### src/rtl/ntt_radix_in_gather.sv
// Gathers C-coefficient beats into one R-coefficient group, applies the optional bit-reversed
// input permutation, and presents the group on a registered valid/ready output with framing tags.
module ntt_radix_in_gather #(
  parameter int R       = 8,
  parameter int C       = 2,
  parameter int OP_W    = 64,
  parameter int BIT_REV = 1
) (
  input  logic              clk,
  input  logic              s_rst,
  input  logic [C*OP_W-1:0] in_data,
  input  logic              in_sob,
  input  logic              in_eob,
  input  logic              in_vld,
  output logic              in_rdy,
  output logic [R*OP_W-1:0] out_data,
  output logic              out_sob,
  output logic              out_eob,
  output logic              out_avail,
  input  logic              out_rdy,
  output logic              out_err
);

  localparam int NB    = R / C;
  localparam int LOG_R = $clog2(R);
  localparam int CNT_W = (NB > 1) ? $clog2(NB) : 1;
  localparam logic [CNT_W-1:0] LAST_BEAT = CNT_W'(NB - 1);

  function automatic int bitrev(input int v);
    int r;
    r = 0;
    for (int b = 0; b < LOG_R; b++) begin
      if (v[b]) r = r | (1 << (LOG_R - 1 - b));
    end
    return r;
  endfunction

  logic [CNT_W-1:0] beat_cnt_q, beat_cnt_d, eff_cnt;
  logic [OP_W-1:0]  gather_q [R];
  logic [OP_W-1:0]  merged   [R];
  logic [R*OP_W-1:0] group_perm;
  logic             grp_sob_q, grp_sob_d;
  logic [R*OP_W-1:0] out_data_q, out_data_d;
  logic             out_sob_q, out_sob_d;
  logic             out_eob_q, out_eob_d;
  logic             out_avail_q, out_avail_d;
  logic             out_err_q, out_err_d;
  logic             last_beat, accept, err_sob, err_eob, keep_beat, closing;

  assign last_beat = (beat_cnt_q == LAST_BEAT);
  assign in_rdy    = ~last_beat | ~out_avail_q | out_rdy;
  assign accept    = in_vld & in_rdy;
  // eob error takes priority: the beat is dropped and the counter restarts.
  assign err_eob   = accept & in_eob & ~last_beat;
  assign err_sob   = accept & in_sob & (beat_cnt_q != '0) & ~err_eob;
  assign eff_cnt   = err_sob ? '0 : beat_cnt_q;
  assign keep_beat = accept & ~err_eob;
  assign closing   = keep_beat & (eff_cnt == LAST_BEAT);

  generate
    for (genvar gi = 0; gi < R; gi++) begin : g_slot
      localparam int SRC = (BIT_REV != 0) ? bitrev(gi) : gi;
      assign merged[gi] = (keep_beat && eff_cnt == CNT_W'(gi / C))
                          ? in_data[(gi % C)*OP_W +: OP_W] : gather_q[gi];
      assign group_perm[gi*OP_W +: OP_W] = merged[SRC];
    end
  endgenerate

  always_comb begin
    beat_cnt_d  = beat_cnt_q;
    grp_sob_d   = grp_sob_q;
    out_data_d  = out_data_q;
    out_sob_d   = out_sob_q;
    out_eob_d   = out_eob_q;
    out_avail_d = out_avail_q;
    out_err_d   = err_sob | err_eob;
    if (accept) begin
      if (err_eob || closing) beat_cnt_d = '0;
      else                    beat_cnt_d = eff_cnt + 1'b1;
    end
    if (keep_beat && eff_cnt == '0) grp_sob_d = in_sob;
    if (out_avail_q && out_rdy) out_avail_d = 1'b0;
    if (closing) begin
      out_data_d  = group_perm;
      out_sob_d   = (eff_cnt == '0) ? in_sob : grp_sob_q;
      out_eob_d   = in_eob;
      out_avail_d = 1'b1;
    end
  end

  always_ff @(posedge clk) begin
    if (s_rst) begin
      beat_cnt_q  <= '0;
      grp_sob_q   <= 1'b0;
      out_data_q  <= '0;
      out_sob_q   <= 1'b0;
      out_eob_q   <= 1'b0;
      out_avail_q <= 1'b0;
      out_err_q   <= 1'b0;
    end else begin
      beat_cnt_q  <= beat_cnt_d;
      grp_sob_q   <= grp_sob_d;
      out_data_q  <= out_data_d;
      out_sob_q   <= out_sob_d;
      out_eob_q   <= out_eob_d;
      out_avail_q <= out_avail_d;
      out_err_q   <= out_err_d;
    end
  end

  // Slot storage carries no reset; a partial group is discarded by restarting the counter.
  always_ff @(posedge clk) begin
    for (int j = 0; j < R; j++) gather_q[j] <= merged[j];
  end

  assign out_data  = out_data_q;
  assign out_sob   = out_sob_q;
  assign out_eob   = out_eob_q;
  assign out_avail = out_avail_q;
  assign out_err   = out_err_q;

endmodule
### config.mk
export PLATFORM = sky130hd
export DESIGN_NAME = ntt_radix_in_gather
export DESIGN_NICKNAME = d
export VERILOG_FILES = /design/src/rtl/ntt_radix_in_gather.sv
export SDC_FILE = /design/constraint.sdc
export NUM_CORES = 2
export LEC_CHECK = 0
export BUFFER_PORTS_ARGS = -buffer_cell sky130_fd_sc_hd__buf_2
export CAP_MARGIN = 20
export CELL_PAD_IN_SITES_DETAIL_PLACEMENT = 1
export CELL_PAD_IN_SITES_GLOBAL_PLACEMENT = 2
export CORE_MARGIN = 2
export CORE_UTILIZATION = 35
export CTS_BUF_LIST = sky130_fd_sc_hd__clkbuf_2
export DETAILED_ROUTE_END_ITERATION = 10
export PLACE_DENSITY_LB_ADDON = 0.05
export RECOVER_POWER = 50
export SYNTH_ARGS = -nofsm -noshare
export SYNTH_HDL_FRONTEND = slang
export SYNTH_SLANG_ARGS = --single-unit
### constraint.sdc
create_clock -name clk -period 2.4 [get_ports clk]
set_input_delay 0.24 -clock clk [delete_from_list [all_inputs] [get_ports clk]]
set_output_delay 0.24 -clock clk [all_outputs]
set_load 0.005 [all_outputs]
==> impl_metrics.prom <==
# TYPE chip_impl_metric gauge
chip_impl_metric{name="hold_ws",unit="ns"} 0.2642
chip_impl_metric{name="synth.area.mux_share",unit=""} 0.2392
chip_impl_metric{name="grt_pass1_wl",unit="microns"} 220000
chip_impl_metric{name="grt_max_degree",unit=""} 224
chip_impl_metric{name="grt_remaining_overflow",unit=""} 0
chip_impl_metric{name="timing_hold_violations_final",unit=""} 0
chip_impl_metric{name="drtAntennaViolNets",unit=""} 0
chip_impl_metric{name="dp_hpwl",unit="microns"} 88820
chip_impl_metric{name="synth.cell_area",unit="sq um"} 39630
chip_impl_metric{name="crit_arrival",unit="ns"} 3.88
chip_impl_metric{name="drc",unit=""} 0
chip_impl_metric{name="synth-simple-area-share",unit=""} 0.04357
chip_impl_info{name="critPathSlowestCell",value="sky130_fd_sc_hd__clkbuf_4"} 1
chip_impl_metric{name="timing.critical_path.fanout_max",unit=""} 18
chip_impl_info{name="cts_tree",value="done"} 1
chip_impl_metric{name="ctsLongestPathBuffers",unit=""} 4
chip_impl_metric{name="fmax",unit="MHz"} 384.4
chip_impl_metric{name="antenna_found_initial",unit=""} 1
chip_impl_info{name="ys_dominant_reg_cell",value="sky130_fd_sc_hd__dfxtp_1"} 1
chip_impl_metric{name="synth-seq-cells",unit=""} 903
chip_impl_metric{name="async_sr_flop_fraction",unit=""} 0
chip_impl_metric{name="finalWorstSetupSlack",unit="ns"} -0.2016
chip_impl_metric{name="finish.net_count",unit=""} 4480
chip_impl_metric{name="synth-compound-area-share",unit=""} 0.2028
chip_impl_metric{name="p_per_area",unit="nW/um^2"} 614.5
chip_impl_metric{name="groute.usage.overall",unit=""} 0.2432
chip_impl_info{name="largest_family_of_logic_cells_by_synthesized_area",value="multiplexers"} 1
chip_impl_metric{name="worst-slew-pin-transition",unit="ns"} 1.814
chip_impl_metric{name="timing.slew.headroom",unit=""} -0.2096
chip_impl_metric{name="syn_inst",unit=""} 3261
chip_impl_info{name="critical_path.endpoint_type",value="flip-flop"} 1
chip_impl_metric{name="fin_worst_skew",unit="ns"} 0.1119
chip_impl_metric{name="synthDistinctLibCells",unit=""} 29
chip_impl_metric{name="design.core.area",unit="sq um"} 112300
chip_impl_info{name="clock_tree.root_cell",value="sky130_fd_sc_hd__clkbuf_2"} 1
chip_impl_info{name="grt_setup_unrepaired",value="yes"} 1
chip_impl_metric{name="synth-xor-area-share",unit=""} 0
chip_impl_metric{name="final_core_util",unit=""} 0.4745
chip_impl_metric{name="final.min_clock_period",unit="ns"} 2.602
chip_impl_metric{name="final-setup-viol-count",unit=""} 553
chip_impl_metric{name="placementRows",unit=""} 123
chip_impl_metric{name="ioPinCount",unit=""} 651
chip_impl_metric{name="first_iter_violations",unit=""} 1351
chip_impl_metric{name="number_of_violations_of_the_max_capacitance_limit",unit=""} 1
chip_impl_metric{name="synth.avg_cell_area",unit="sq um"} 12.15
chip_impl_metric{name="io_buffers",unit=""} 650
chip_impl_metric{name="floorplan.die_area",unit="sq um"} 115900
chip_impl_metric{name="grt_pass1_vias",unit=""} 35010
chip_impl_metric{name="synthToLayoutAreaGrowth",unit="%"} 34.51
chip_impl_info{name="crit_chain",value="buf_4 > a21bo_4 > nand2_4 > o21a_1 > ha_2 > nand4_2 > clkbuf_4 > buf_12 > mux2_1"} 1
chip_impl_metric{name="h-tree-depth",unit=""} 5
chip_impl_metric{name="start_util",unit=""} 0.3527
chip_impl_metric{name="worst_path_largest_cell_delay",unit="ns"} 0.39
chip_impl_metric{name="die_w",unit="microns"} 340.5
chip_impl_metric{name="number_of_buffers_inserted_during_clock_tree_synthesis",unit=""} 278
chip_impl_metric{name="detailroute.via_count",unit=""} 32710
chip_impl_metric{name="syn_nets",unit=""} 3399
chip_impl_metric{name="synthesis.yosys.warnings",unit=""} 0
chip_impl_info{name="run_status",value="complete, but fails checks"} 1
chip_impl_metric{name="worst_skew_pair.late_latency",unit="ns"} 1.51
chip_impl_metric{name="critPathBufInv",unit=""} 3
chip_impl_metric{name="drt_pass1_iterations",unit=""} 5
chip_impl_metric{name="leakagePower",unit="uW"} 0.02119
chip_impl_metric{name="chipHeight",unit="microns"} 340.5
chip_impl_info{name="timing.critical_path.max_delay_family",value="buffers and inverters"} 1
chip_impl_metric{name="route.detailed.vias_per_inst",unit=""} 5.451
chip_impl_metric{name="final-max-slew-violation-count",unit=""} 224
chip_impl_metric{name="critPathRequiredTime",unit="ns"} 3.68
chip_impl_metric{name="place.gp.congestion",unit=""} 0.7654
chip_impl_metric{name="synth-edff-count",unit=""} 0
chip_impl_metric{name="clock-sinks",unit=""} 903
chip_impl_metric{name="yosysSeqAreaShare",unit=""} 0.4562
chip_impl_metric{name="avgRoutedWirePerCell",unit="microns"} 25.34
chip_impl_info{name="critical_path.startpoint_type",value="flip-flop"} 1
chip_impl_info{name="setup.worst_path.class",value="reg2reg"} 1
chip_impl_metric{name="fillerInstances",unit=""} 11950
chip_impl_metric{name="cts.clk_slew.worst_paths",unit="ns"} 0.10
chip_impl_info{name="failed_checks",value="capacitance limit, slew limit, setup timing"} 1
chip_impl_metric{name="drive_above_1_share",unit=""} 0.5241
chip_impl_metric{name="worst_ir_drop_vdd",unit="V"} 0.0002766
chip_impl_info{name="hp-class",value="in2reg"} 1
chip_impl_metric{name="timing.final.crit_share",unit=""} 1.084
chip_impl_metric{name="synth_fa_ha_area_frac",unit=""} 0.001263
chip_impl_metric{name="drt-total-wl",unit="microns"} 152000
-- cells in the mapped netlist, types with 2 or more instances --
cell type / instances / area share
sky130_fd_sc_hd__nand2_1: 5 / 0.00047
sky130_fd_sc_hd__ha_1: 4 / 0.0013
sky130_fd_sc_hd__clkbuf_1: 165 / 0.016
sky130_fd_sc_hd__nand4_1: 3 / 0.00047
sky130_fd_sc_hd__buf_1: 4 / 0.00038
sky130_fd_sc_hd__buf_6: 67 / 0.019
sky130_fd_sc_hd__a211oi_1: 51 / 0.0097
sky130_fd_sc_hd__buf_4: 30 / 0.0057
sky130_fd_sc_hd__dfxtp_1: 903 / 0.46
sky130_fd_sc_hd__mux2_2: 264 / 0.075
sky130_fd_sc_hd__a41oi_1: 385 / 0.085
sky130_fd_sc_hd__a21oi_1: 3 / 0.00038
sky130_fd_sc_hd__inv_1: 3 / 0.00028
sky130_fd_sc_hd__o21a_1: 2 / 0.00038
sky130_fd_sc_hd__mux2i_1: 515 / 0.13
sky130_fd_sc_hd__nand2b_1: 261 / 0.041
sky130_fd_sc_hd__buf_2: 127 / 0.016
sky130_fd_sc_hd__a211oi_2: 335 / 0.11
sky130_fd_sc_hd__o21ai_0: 5 / 0.00063
sky130_fd_sc_hd__mux2_1: 120 / 0.034
-- per-stage QoR --
step / power (uW) / cells / worst slack [ns] / setup TNS [ns] / cell area [sq um]
2_1_floorplan: 19790 / 3261 / -0.08275 / -3.329 / 39720
3_3_place_gp: 20820 / 5152 / -0.01025 / -0.1880 / 44590
3_5_place_dp: 21050 / 5152 / -0.03384 / -0.7109 / 44590
4_1_cts: 33140 / 5937 / -0.4252 / -6.366 / 52230
5_1_grt: 34630 / 6000 / -0.3767 / -112.40 / 53300
6_report: 32760 / 6000 / -0.2016 / -39.76 / 53300
-- layer usage --
| layer | routed length [microns] | global-route usage | vias to the layer above |
|---|---|---|---|
| met4 | 4947 | 0.1009 | 0 |
| met2 | 75080 | 0.4143 | 960 |
| li1 | - | - | 14820 |
| met3 | 9112 | 0.06673 | 244 |
| met1 | 62900 | 0.2876 | 16690 |
| met5 | 0 | 0 | - |
-- worst register-to-register path: stages (launching register included) --
cell and delay (ns):
sky130_fd_sc_hd__dfxtp_4 0.37, sky130_fd_sc_hd__buf_4 0.14, sky130_fd_sc_hd__a21bo_4 0.22, sky130_fd_sc_hd__nand2_4 0.10, sky130_fd_sc_hd__o21a_1 0.18, sky130_fd_sc_hd__ha_2 0.27, sky130_fd_sc_hd__nand4_2 0.20, sky130_fd_sc_hd__clkbuf_4 0.39
sky130_fd_sc_hd__buf_12 0.27, sky130_fd_sc_hd__mux2_1 0.31
-- power breakdown --
group	switching (uW)	internal (uW)	total [uW]
Clock	6810	4760	11600
Sequential	614	16300	16900
Combinational	2110	2180	4290
-- cells by family after synthesis --
family,Yosys count
AND/OR/NAND/NOR,275
adder cells (fa/ha/maj),4
AO/OA/AOI/OAI,784
buffers and inverters,396
multiplexers,899
flip-flops,903
-- layout by cell type, fill, tap and decap left out, types with 2 or more instances in the layout --
cell                            Yosys  final
sky130_fd_sc_hd__buf_8              0      4
sky130_fd_sc_hd__a21oi_1            3      3
sky130_fd_sc_hd__clkbuf_2           0    387
sky130_fd_sc_hd__mux2_1           120    120
sky130_fd_sc_hd__a211oi_2         335    335
sky130_fd_sc_hd__buf_4             30    166
sky130_fd_sc_hd__dfxtp_4            0     24
sky130_fd_sc_hd__dfxtp_2            0    402
sky130_fd_sc_hd__ha_4               0      2
sky130_fd_sc_hd__buf_2            127    442
sky130_fd_sc_hd__a41oi_1          385    385
sky130_fd_sc_hd__buf_12             0     61
sky130_fd_sc_hd__mux2_4             0      7
sky130_fd_sc_hd__buf_16             0     27
sky130_fd_sc_hd__o21ai_4            0      2
sky130_fd_sc_hd__inv_1              3      3
sky130_fd_sc_hd__mux2i_2            0      2
sky130_fd_sc_hd__clkbuf_4           0      3
sky130_fd_sc_hd__buf_6             67    189
sky130_fd_sc_hd__clkbuf_16          0     24
sky130_fd_sc_hd__dlygate4sd3_1      0    270
sky130_fd_sc_hd__nand2_1            5      3
sky130_fd_sc_hd__bufbuf_16          0      4
sky130_fd_sc_hd__o21ai_0            5      3
sky130_fd_sc_hd__dfxtp_1          903    477
sky130_fd_sc_hd__nand2b_1         261    261
sky130_fd_sc_hd__clkinv_1           0     42
sky130_fd_sc_hd__bufinv_16          0      5
sky130_fd_sc_hd__mux2i_1          515    513
sky130_fd_sc_hd__inv_2              0      5
sky130_fd_sc_hd__nand4_1            3      3
sky130_fd_sc_hd__mux2_2           264    257
sky130_fd_sc_hd__a211oi_1          51     51
-- final cells by class --
cell class,instances,area [sq um],share of cell area
Clock buffer,384,1922,0.03605
Timing Repair Buffer,1194,11100,0.2082
Sequential cell,903,18670,0.3503
Multi-Input combinational cell,1962,19390,0.3638
Clock inverter,53,331.6,0.006220
Tap cell,1500,1877,0.03521
Antenna cell,1,2.502,0.00004695
Inverter,3,11.26,0.0002113
-- flip-flops by register name (all words and copies together) (netlist names) --
name	cells
out_data	512
gather_q	384
beat_cnt_q	2
grp_sob_q	1
out_avail	1
out_eob	1
out_err	1
out_sob	1
-- path summary, 6_finish.rpt --
check,slack (ns),cells after the start,startpoint,to
max,-0.20,9,beat_cnt_q[0],gather_q[1][8]
min,0.26,4,in_data[92],gather_q[1][92]
max reg2reg,-0.20,9,beat_cnt_q[0],gather_q[1][8]
min reg2reg,0.47,1,gather_q[1][56],gather_q[1][56]
-- timing repair --
item                       in CTS  in global routing
hold buffers                  272                  0
setup endpoints to repair     521                469
resized for setup             740                 48
pin swaps                       5                  6
hold endpoints to repair      903                  0
gates cloned                    6                 25
setup buffers                  70                 39
Power figures use the tool's default switching activity.
